$ cat src/rtl/rv32_bus_pkg.sv
// Shared bus types for the RV32 peripheral bridge.
// Holds the Wishbone master FSM states and the read byte-select constant.
package rv32_bus_pkg;

    typedef enum logic [1:0] {
        WB_IDLE,
        WB_BUS,
        WB_RESP
    } wb_state_t;

    localparam logic [3:0] WB_SEL_WORD = 4'hF;

    // Reads fetch the whole word; writes use the core's enables as-is.
    function automatic logic [3:0] wb_sel(input logic [3:0] we);
        return (we == 4'b0000) ? WB_SEL_WORD : we;
    endfunction

endpackage

$ cat src/rtl/rv32_wb_watchdog.sv
// Bus-cycle watchdog: counts cycles spent waiting on the slave.
// Raises expired_o on the last allowed cycle so the master can give up.
module rv32_wb_watchdog #(
    parameter int TIMEOUT_CYCLES = 256
) (
    input  logic clk_i,
    input  logic rst_i,
    input  logic clear_i,
    input  logic run_i,
    output logic expired_o
);

    localparam int CW = $clog2(TIMEOUT_CYCLES) + 1;
    localparam logic [CW-1:0] LIMIT = CW'(TIMEOUT_CYCLES - 1);

    logic [CW-1:0] count;

    // Restart on each new bus cycle, saturate at the limit.
    always_ff @(posedge clk_i) begin
        if (rst_i || clear_i) begin
            count <= '0;
        end else if (run_i && (count != LIMIT)) begin
            count <= count + 1'b1;
        end
    end

    assign expired_o = run_i && (count == LIMIT);

endmodule

$ cat src/rtl/rv32_wb_master_bridge.sv
// Core peripheral access -> Wishbone B4 classic master cycle.
// Optional bus timeout is enabled by defining RV32_WB_TIMEOUT_EN.
module rv32_wb_master_bridge
    import rv32_bus_pkg::*;
#(
    parameter int TIMEOUT_CYCLES = 256,
    parameter int ADDR_W         = 32
) (
    input  logic              clk_i,
    input  logic              rst_i,
    input  logic              core_req_i,
    input  logic [3:0]        core_we_i,
    input  logic [ADDR_W-1:0] core_addr_i,
    input  logic [31:0]       core_wdata_i,
    output logic              core_stall_o,
    output logic [31:0]       core_rdata_o,
    output logic              core_valid_o,
    output logic              core_err_o,
    output logic              wb_cyc_o,
    output logic              wb_stb_o,
    output logic              wb_we_o,
    output logic [3:0]        wb_sel_o,
    output logic [ADDR_W-1:0] wb_adr_o,
    output logic [31:0]       wb_dat_o,
    input  logic [31:0]       wb_dat_i,
    input  logic              wb_ack_i,
    input  logic              wb_err_i
);

    if (TIMEOUT_CYCLES < 2) begin : g_timeout_range
        $error("TIMEOUT_CYCLES must be at least 2");
    end

    wb_state_t   state;
    wb_state_t   state_nxt;
    logic        err_flag;
    logic [31:0] rdata_q;
    logic        accept;
    logic        timeout;

    assign accept = (state == WB_IDLE) && core_req_i;

`ifdef RV32_WB_TIMEOUT_EN
    rv32_wb_watchdog #(
        .TIMEOUT_CYCLES(TIMEOUT_CYCLES)
    ) u_watchdog (
        .clk_i    (clk_i),
        .rst_i    (rst_i),
        .clear_i  (accept),
        .run_i    (state == WB_BUS),
        .expired_o(timeout)
    );
`else
    assign timeout = 1'b0;
`endif

    // State register.
    always_ff @(posedge clk_i) begin
        if (rst_i) begin
            state <= WB_IDLE;
        end else begin
            state <= state_nxt;
        end
    end

    // Next state and handshake outputs.
    always_comb begin
        state_nxt    = state;
        core_stall_o = 1'b0;
        core_valid_o = 1'b0;
        core_err_o   = 1'b0;
        wb_cyc_o     = 1'b0;
        unique case (state)
            WB_IDLE: begin
                core_stall_o = core_req_i;
                if (core_req_i) begin
                    state_nxt = WB_BUS;
                end
            end
            WB_BUS: begin
                wb_cyc_o     = 1'b1;
                core_stall_o = 1'b1;
                if (wb_err_i || wb_ack_i || timeout) begin
                    state_nxt = WB_RESP;
                end
            end
            WB_RESP: begin
                core_valid_o = 1'b1;
                core_err_o   = err_flag;
                state_nxt    = WB_IDLE;
            end
            default: state_nxt = WB_IDLE;
        endcase
    end

    assign wb_stb_o     = wb_cyc_o;
    assign core_rdata_o = rdata_q;

    // Latch the request on accept, capture the response on completion.
    always_ff @(posedge clk_i) begin
        if (rst_i) begin
            wb_adr_o <= '0;
            wb_dat_o <= '0;
            wb_sel_o <= '0;
            wb_we_o  <= 1'b0;
            rdata_q  <= '0;
            err_flag <= 1'b0;
        end else if (accept) begin
            wb_adr_o <= core_addr_i;
            wb_dat_o <= core_wdata_i;
            wb_sel_o <= wb_sel(core_we_i);
            wb_we_o  <= |core_we_i;
            err_flag <= 1'b0;
        end else if (state == WB_BUS) begin
            if (wb_err_i || timeout) begin
                rdata_q  <= '0;
                err_flag <= 1'b1;
            end else if (wb_ack_i) begin
                rdata_q  <= wb_dat_i;
                err_flag <= 1'b0;
            end
        end
    end

endmodule

$ cat config.mk
export PLATFORM = sky130hd
export DESIGN_NAME = rv32_wb_master_bridge
export DESIGN_NICKNAME = d
export VERILOG_FILES = /design/src/rtl/rv32_bus_pkg.sv /design/src/rtl/rv32_wb_watchdog.sv /design/src/rtl/rv32_wb_master_bridge.sv
export SDC_FILE = /design/constraint.sdc
export NUM_CORES = 1
export LEC_CHECK = 0
export CAP_MARGIN = 20
export CELL_PAD_IN_SITES_DETAIL_PLACEMENT = 0
export CELL_PAD_IN_SITES_GLOBAL_PLACEMENT = 1
export CORE_MARGIN = 2
export CORE_UTILIZATION = 24
export CTS_CLUSTER_DIAMETER = 60
export DETAILED_ROUTE_END_ITERATION = 12
export GPL_ROUTABILITY_DRIVEN = 0
export PLACE_DENSITY_LB_ADDON = 0.1
export SLEW_MARGIN = 20
export SYNTH_ARGS = -nofsm -noshare
export SYNTH_HDL_FRONTEND = slang
export SYNTH_HIERARCHICAL = 1
export SYNTH_SLANG_ARGS = --single-unit
$ cat constraint.sdc
create_clock -name clk_i -period 1.31 [get_ports clk_i]
set_input_delay 0.262 -clock clk_i [delete_from_list [all_inputs] [get_ports clk_i]]
set_output_delay 0.262 -clock clk_i [all_outputs]
set_load 0.02 [all_outputs]
# Yosys cells after proc, flatten, opt, wreduce, memory -nomap -nowiden
# Index checks and enable logic that the tools add are counted.
# Widths: inputs -> output; s select.
[op_classes] add_sub_neg=0 mul=0 n_div=0 order_cmp=0 n_eq_ne=4 shifts=0 mux=12 bitwise_logic=1 n_reduce_logical=10
[ops] op="$mux 32" n=2
[ops] op="$mux 1" n=5
[ops] op="$logic_not 4->1" n=1
[ops] op="$mux 2" n=2
[ops] op="$mux 4" n=1
[ops] op="$ne 2x2->1 const B" n=2
[ops] op="$pmux 2 s2" n=1
[ops] op="$reduce_and 2->1" n=2
[ops] op="$reduce_or 4->1" n=1
[ops] op="$reduce_and 3->1" n=1
[ops] op="$eq 2x1->1 const B" n=1
[ops] op="$eq 2x2->1 const B" n=1
[ops] op="$logic_not 2->1" n=1
[ops] op="$pmux 1 s2" n=1
[ops] op="$reduce_bool 2->1" n=1
[ops] op="$reduce_or 2->1" n=1
[ops] op="$logic_and 1x1->1" n=1
[ops] op="$logic_or 1x1->1" n=1
[ops] op="$not 1->1" n=1
[word_totals] reg_bits=104 latch_bits=0 ramBits=0 mem_bits_ro=0 inputBits=105 output_inout_bits=106 word_cells=34 memories=0

# Longest topological paths before layout
[depth] word_depth=4 mapped_depth=6 ltp_nobuf=4

# Least setup slack after synthesis
# No wires, ideal clock.
[synth_path] path_kind="reg2out" startpoint="register state[1]" endpoint="output port core_stall_o" arrival_time_ns=1.208 required_time_ns=1.048 setup_slack_ns=-0.160 stages_incl_launch_ff=6 n_path_buf=3 path_cell_list="dfxtp_1 or3b_1 buf_2 buf_6 buf_6 nand2_1"
[synth_between] elab_chain_len=2 word_cells_on_any_way=3 cone_classes="eq/ne (1); mux (1); reduce/logical (1)"
[synth_lines] element="start, declared" line_no="rv32_wb_master_bridge.sv:34" source="wb_state_t state;"
[synth_lines] element="start signal, assigned" line_no="rv32_wb_master_bridge.sv:62" source="state <= state_nxt;"
[synth_lines] element="$eq 2x1->1 or $logic_not 2->1 (tied branches)" line_no="rv32_wb_master_bridge.sv:73" source="unique case (state)"
[synth_lines] element="$pmux 1 s2 (*)" line_no="rv32_wb_master_bridge.sv:73"
[synth_lines] element="end, declared" line_no="rv32_wb_master_bridge.sv:15" source="output logic core_stall_o,"
# Every way passes the cells marked *; elsewhere a longest branch is shown, timed or not.

# Final worst setup path
[layout_path] startpoint="register state[0]" endpoint="output port core_stall_o"
# Same word-level chain as after synthesis.

==> metrics.md <==
| Metric | Value |
|---|---|
| Worst path required time | `between 1 and 1.5 ns` |
| Area post-placement | `about 6300 sq um` |
| Rows | `46` |
| Nets | `806` |
| Least-Margin Pin Slew | `between 0.3 and 0.4 ns` |
| Setup_tns | `-9.086 ns` |
| RSZ-0062 raised after global routing | `true` |
| Startpoint Class | `flip-flop` |
| Final non-filler cell area | `7876 sq um` |
| Routed wire length | `roughly 16 mm` |
| Status | `complete, but fails checks` |
| Drt initial violations | `166` |
| Setup crit end kind | `primary output` |
| Clock Tree Root | `clkbuf_16` |
| Drt via density | `around 4.6` |
| DP Wirelength | `9.042 mm` |
| Syn Nets | `about 570` |
| Die Ht | `between 100 and 150 um` |
| Gr usage total | `approximately 18%` |
| Critical Path AT | `1.28 ns` |
| Post-Syn Area | `around 3900 sq um` |
| Comb power frac | `between 20% and 30%` |
| Most frequent cells in the layout | `102 x clkdlybuf4s50_1, 101 x dfxtp_1, 70 x nand2_4, 63 x a21oi_2, 52 x nand2_1` |
| R2R Path End | `wb_adr_o[16]$_SDFFE_PP0P_` |
| Yosys top cell area share | `~54%` |
| Final worst setup slack | `-0.2329 ns` |
| Syn Inst Count | `468` |
| Sequential share of power | `roughly two fifths` |
| Via count | `~4,200` |
| DRC | `0` |
| IO Pins | `about 210` |
| Initial antenna violation count | `0` |
| Die footprint | `approximately 17,000 sq um` |
| Global-route wire length before repair | `between 20 and 25 mm` |
| Most common cell after layout, fill and taps aside | `clkdlybuf4s50_1` |
| Pwr/cell area | `roughly 1100 nW/um^2` |
| Worst Path Max Fanout | `2` |
| Hold Crit Class | `in -> reg` |
| Remaining Overflow, GRT | `0` |
| Max cap viols | `0` |
| Switching Share | `28.50%` |
| CTS Buf Count | `9` |
| H-tree depth | `3` |
| Seq cells post-synth | `104` |
| Worst Skew | `~0.0046 ns` |
| Vias in the first global route | `4,229` |
| Final Non-Filler Cells | `approximately 900` |
| Hold Crit Start | `rst_i` |
| Starting Density | `between 20% and 30%` |
| Fillcell total | `1,505` |
| Layout cells sized above 1 | `41.84%` |
| Clock Pin Slew Worst Setup and Hold Paths | `0.07 ns` |
| Synth warn | `6` |
| Reg2Reg Depth | `8` |
| Antenna Diode Count | `0` |
| Post-layout util | `49.94%` |
| CP startpoint | `state[0]$_SDFFE_PP0P_` |
| Worst Setup Path Type | `reg -> out` |
| Bufs on Longest Clock Path | `2` |
| Period utilization | `117.8%` |
| Post-synth top area cell | `dfxtp_1` |
| Slew Viols, Final | `0` |
| P_int | `slightly above 6 mW` |
| Crit path to | `core_stall_o` |
| Flop-to-flop setup slack | `-0.19 ns` |
| Core Area | `around 16,000 sq um` |
| Max-slew headroom | `between 70% and 80%` |
| Violated checks | `negative setup slack` |
| Lkg Pwr | `about 3.3 nW` |
| Clk pwr share | `approximately 34%` |
| Sw power | `~2.4 mW` |
| Area delta synth->final | `104.4%` |
| WHS Path Cells | `2` |
| Sequential cell area fraction in the yosys report | `54.03%` |
| WL/cell | `approximately 18 um` |
| Clk Latency, worst-skew pair | `0.34 ns` |
| Fin crit period | `~1.5 ns` |
| Die Width | `130.7 um` |
| Finish-stage setup viols | `75` |
| Dpl cells | `875` |
| Routed Antenna Nets | `0` |
| Hold buffers post-CTS | `0` |
| IO Port Bufs | `210` |
| Fin. Hold Viols | `0` |
| CTS tree | `yes` |
| Clock Sinks | `between 100 and 150` |
| TritonRoute pass-1 iters | `4` |
| Pin count of the biggest net entering global routing | `35` |
| Max VDD drop | `just over 500 uV` |
| Distinct cells, synth | `20` |
| Critical R2R Launch | `state[1]$_SDFFE_PP0P_` |
| Mean Syn Cell Area | `between 8 and 9 sq um` |
| F_max | `approximately 650 MHz` |
| Main area contributors after synthesis | `dfxtp_1 54%, nand2_1 13%, a21oi_1 13%, nand4b_1 7.3%, o21ai_0 4.3%` |
-- cell type report --
cell class / instances / area (sq um) / share of cell area (%)
Timing Repair Buffer: 268 / 2758 / 35.01
Multi-Input combinational cell: 316 / 2447 / 31.07
Sequential cell: 104 / 2086 / 26.48
Tap cell: 216 / 270.3 / 3.431
Clock buffer: 11 / 232.7 / 2.955
Clock inverter: 4 / 70.07 / 0.8896
Inverter: 2 / 12.51 / 0.1589
-- synthesized netlist by cell type --
cell type    n
buf_4        2
nor2_1       7
a211oi_1     2
inv_1        1
nor2b_1      1
clkbuf_1    24
clkinv_1     1
nand2b_1     1
nand2_1    130
nand4b_1    32
buf_6        2
or3b_1       1
dfxtp_1    104
o21ai_0     33
a21oi_1     97
and2_1       1
buf_2       18
nor3_1       9
nor4_1       1
nor3b_1      1
-- through the flow --
stage	total power, mW	hold WS [ns]	setup WS [ns]
detailed placement	4.960	0.4466	-0.9091
floorplan	4.123	0.3980	-0.08862
global placement	4.946	0.4411	-0.9041
CTS	8.345	0.2757	-0.2499
global route	8.868	0.3043	-0.2769
finish	8.496	0.3072	-0.2329
-- sequential cells by signal, indices dropped and copies added (netlist names) --
register,flops
wb_dat_o,32
wb_we_o,1
state,2
core_rdata_o,32
wb_adr_o,32
wb_sel_o,4
err_flag,1
-- power groups by stage --
| stage | clock (mW) | combinational [mW] | sequential [mW] |
|---|---|---|---|
| finish | 2.88 | 2.17 | 3.45 |
| global route | 3.11 | 2.30 | 3.47 |
| CTS | 2.95 | 1.99 | 3.41 |
| detailed placement | 0 | 1.48 | 3.48 |
| global placement | 0 | 1.48 | 3.47 |
| floorplan | 0 | 0.455 | 3.67 |
-- worst max-delay path: stages, from the launching register on --
cell and delay [ns]:
dfxtp_2 0.33, or3b_4 0.42, nand2_4 0.07, buf_6 0.12
-- routing by layer --
layer | global-route usage [%] | up-vias | share of wire, %
met1 | 22.17 | 2038 | 42
met5 | 0 | - | 0
li1 | - | 2066 | -
met4 | 7.009 | 0 | 1.7
met3 | 4.967 | 13 | 6.6
met2 | 30.97 | 122 | 50
-- how the worst min path moves through the flow --
stage / end / slack, ns
after floorplan: wb_adr_o[10]$_SDFFE_PP0P_ / 0.40
after global placement: wb_adr_o[6]$_SDFFE_PP0P_ / 0.44
after detailed placement: wb_dat_o[22]$_SDFFE_PP0P_ / 0.45
after CTS: state[0]$_SDFFE_PP0P_ / 0.28
after global routing: wb_adr_o[29]$_SDFFE_PP0P_ / 0.30
final: wb_dat_o[3]$_SDFFE_PP0P_ / 0.31
-- logic make-up (layout without fill, tap and decap cells) --
group	Yosys count	after routing	synth area share, %
AND/OR/NAND/NOR	184	184	22.86
AO/OA/AOI/OAI	132	132	17.27
flip-flops	104	104	54.03
buffers and inverters	48	285	5.844
-- timing repair --
item                       4_1_cts  5_1_grt
pin swaps                       45      103
buffers inserted                15        7
setup endpoints to repair      207      198
gates resized for setup        265      308
gates cloned                    17        0
(Power assumes the default switching activity.)
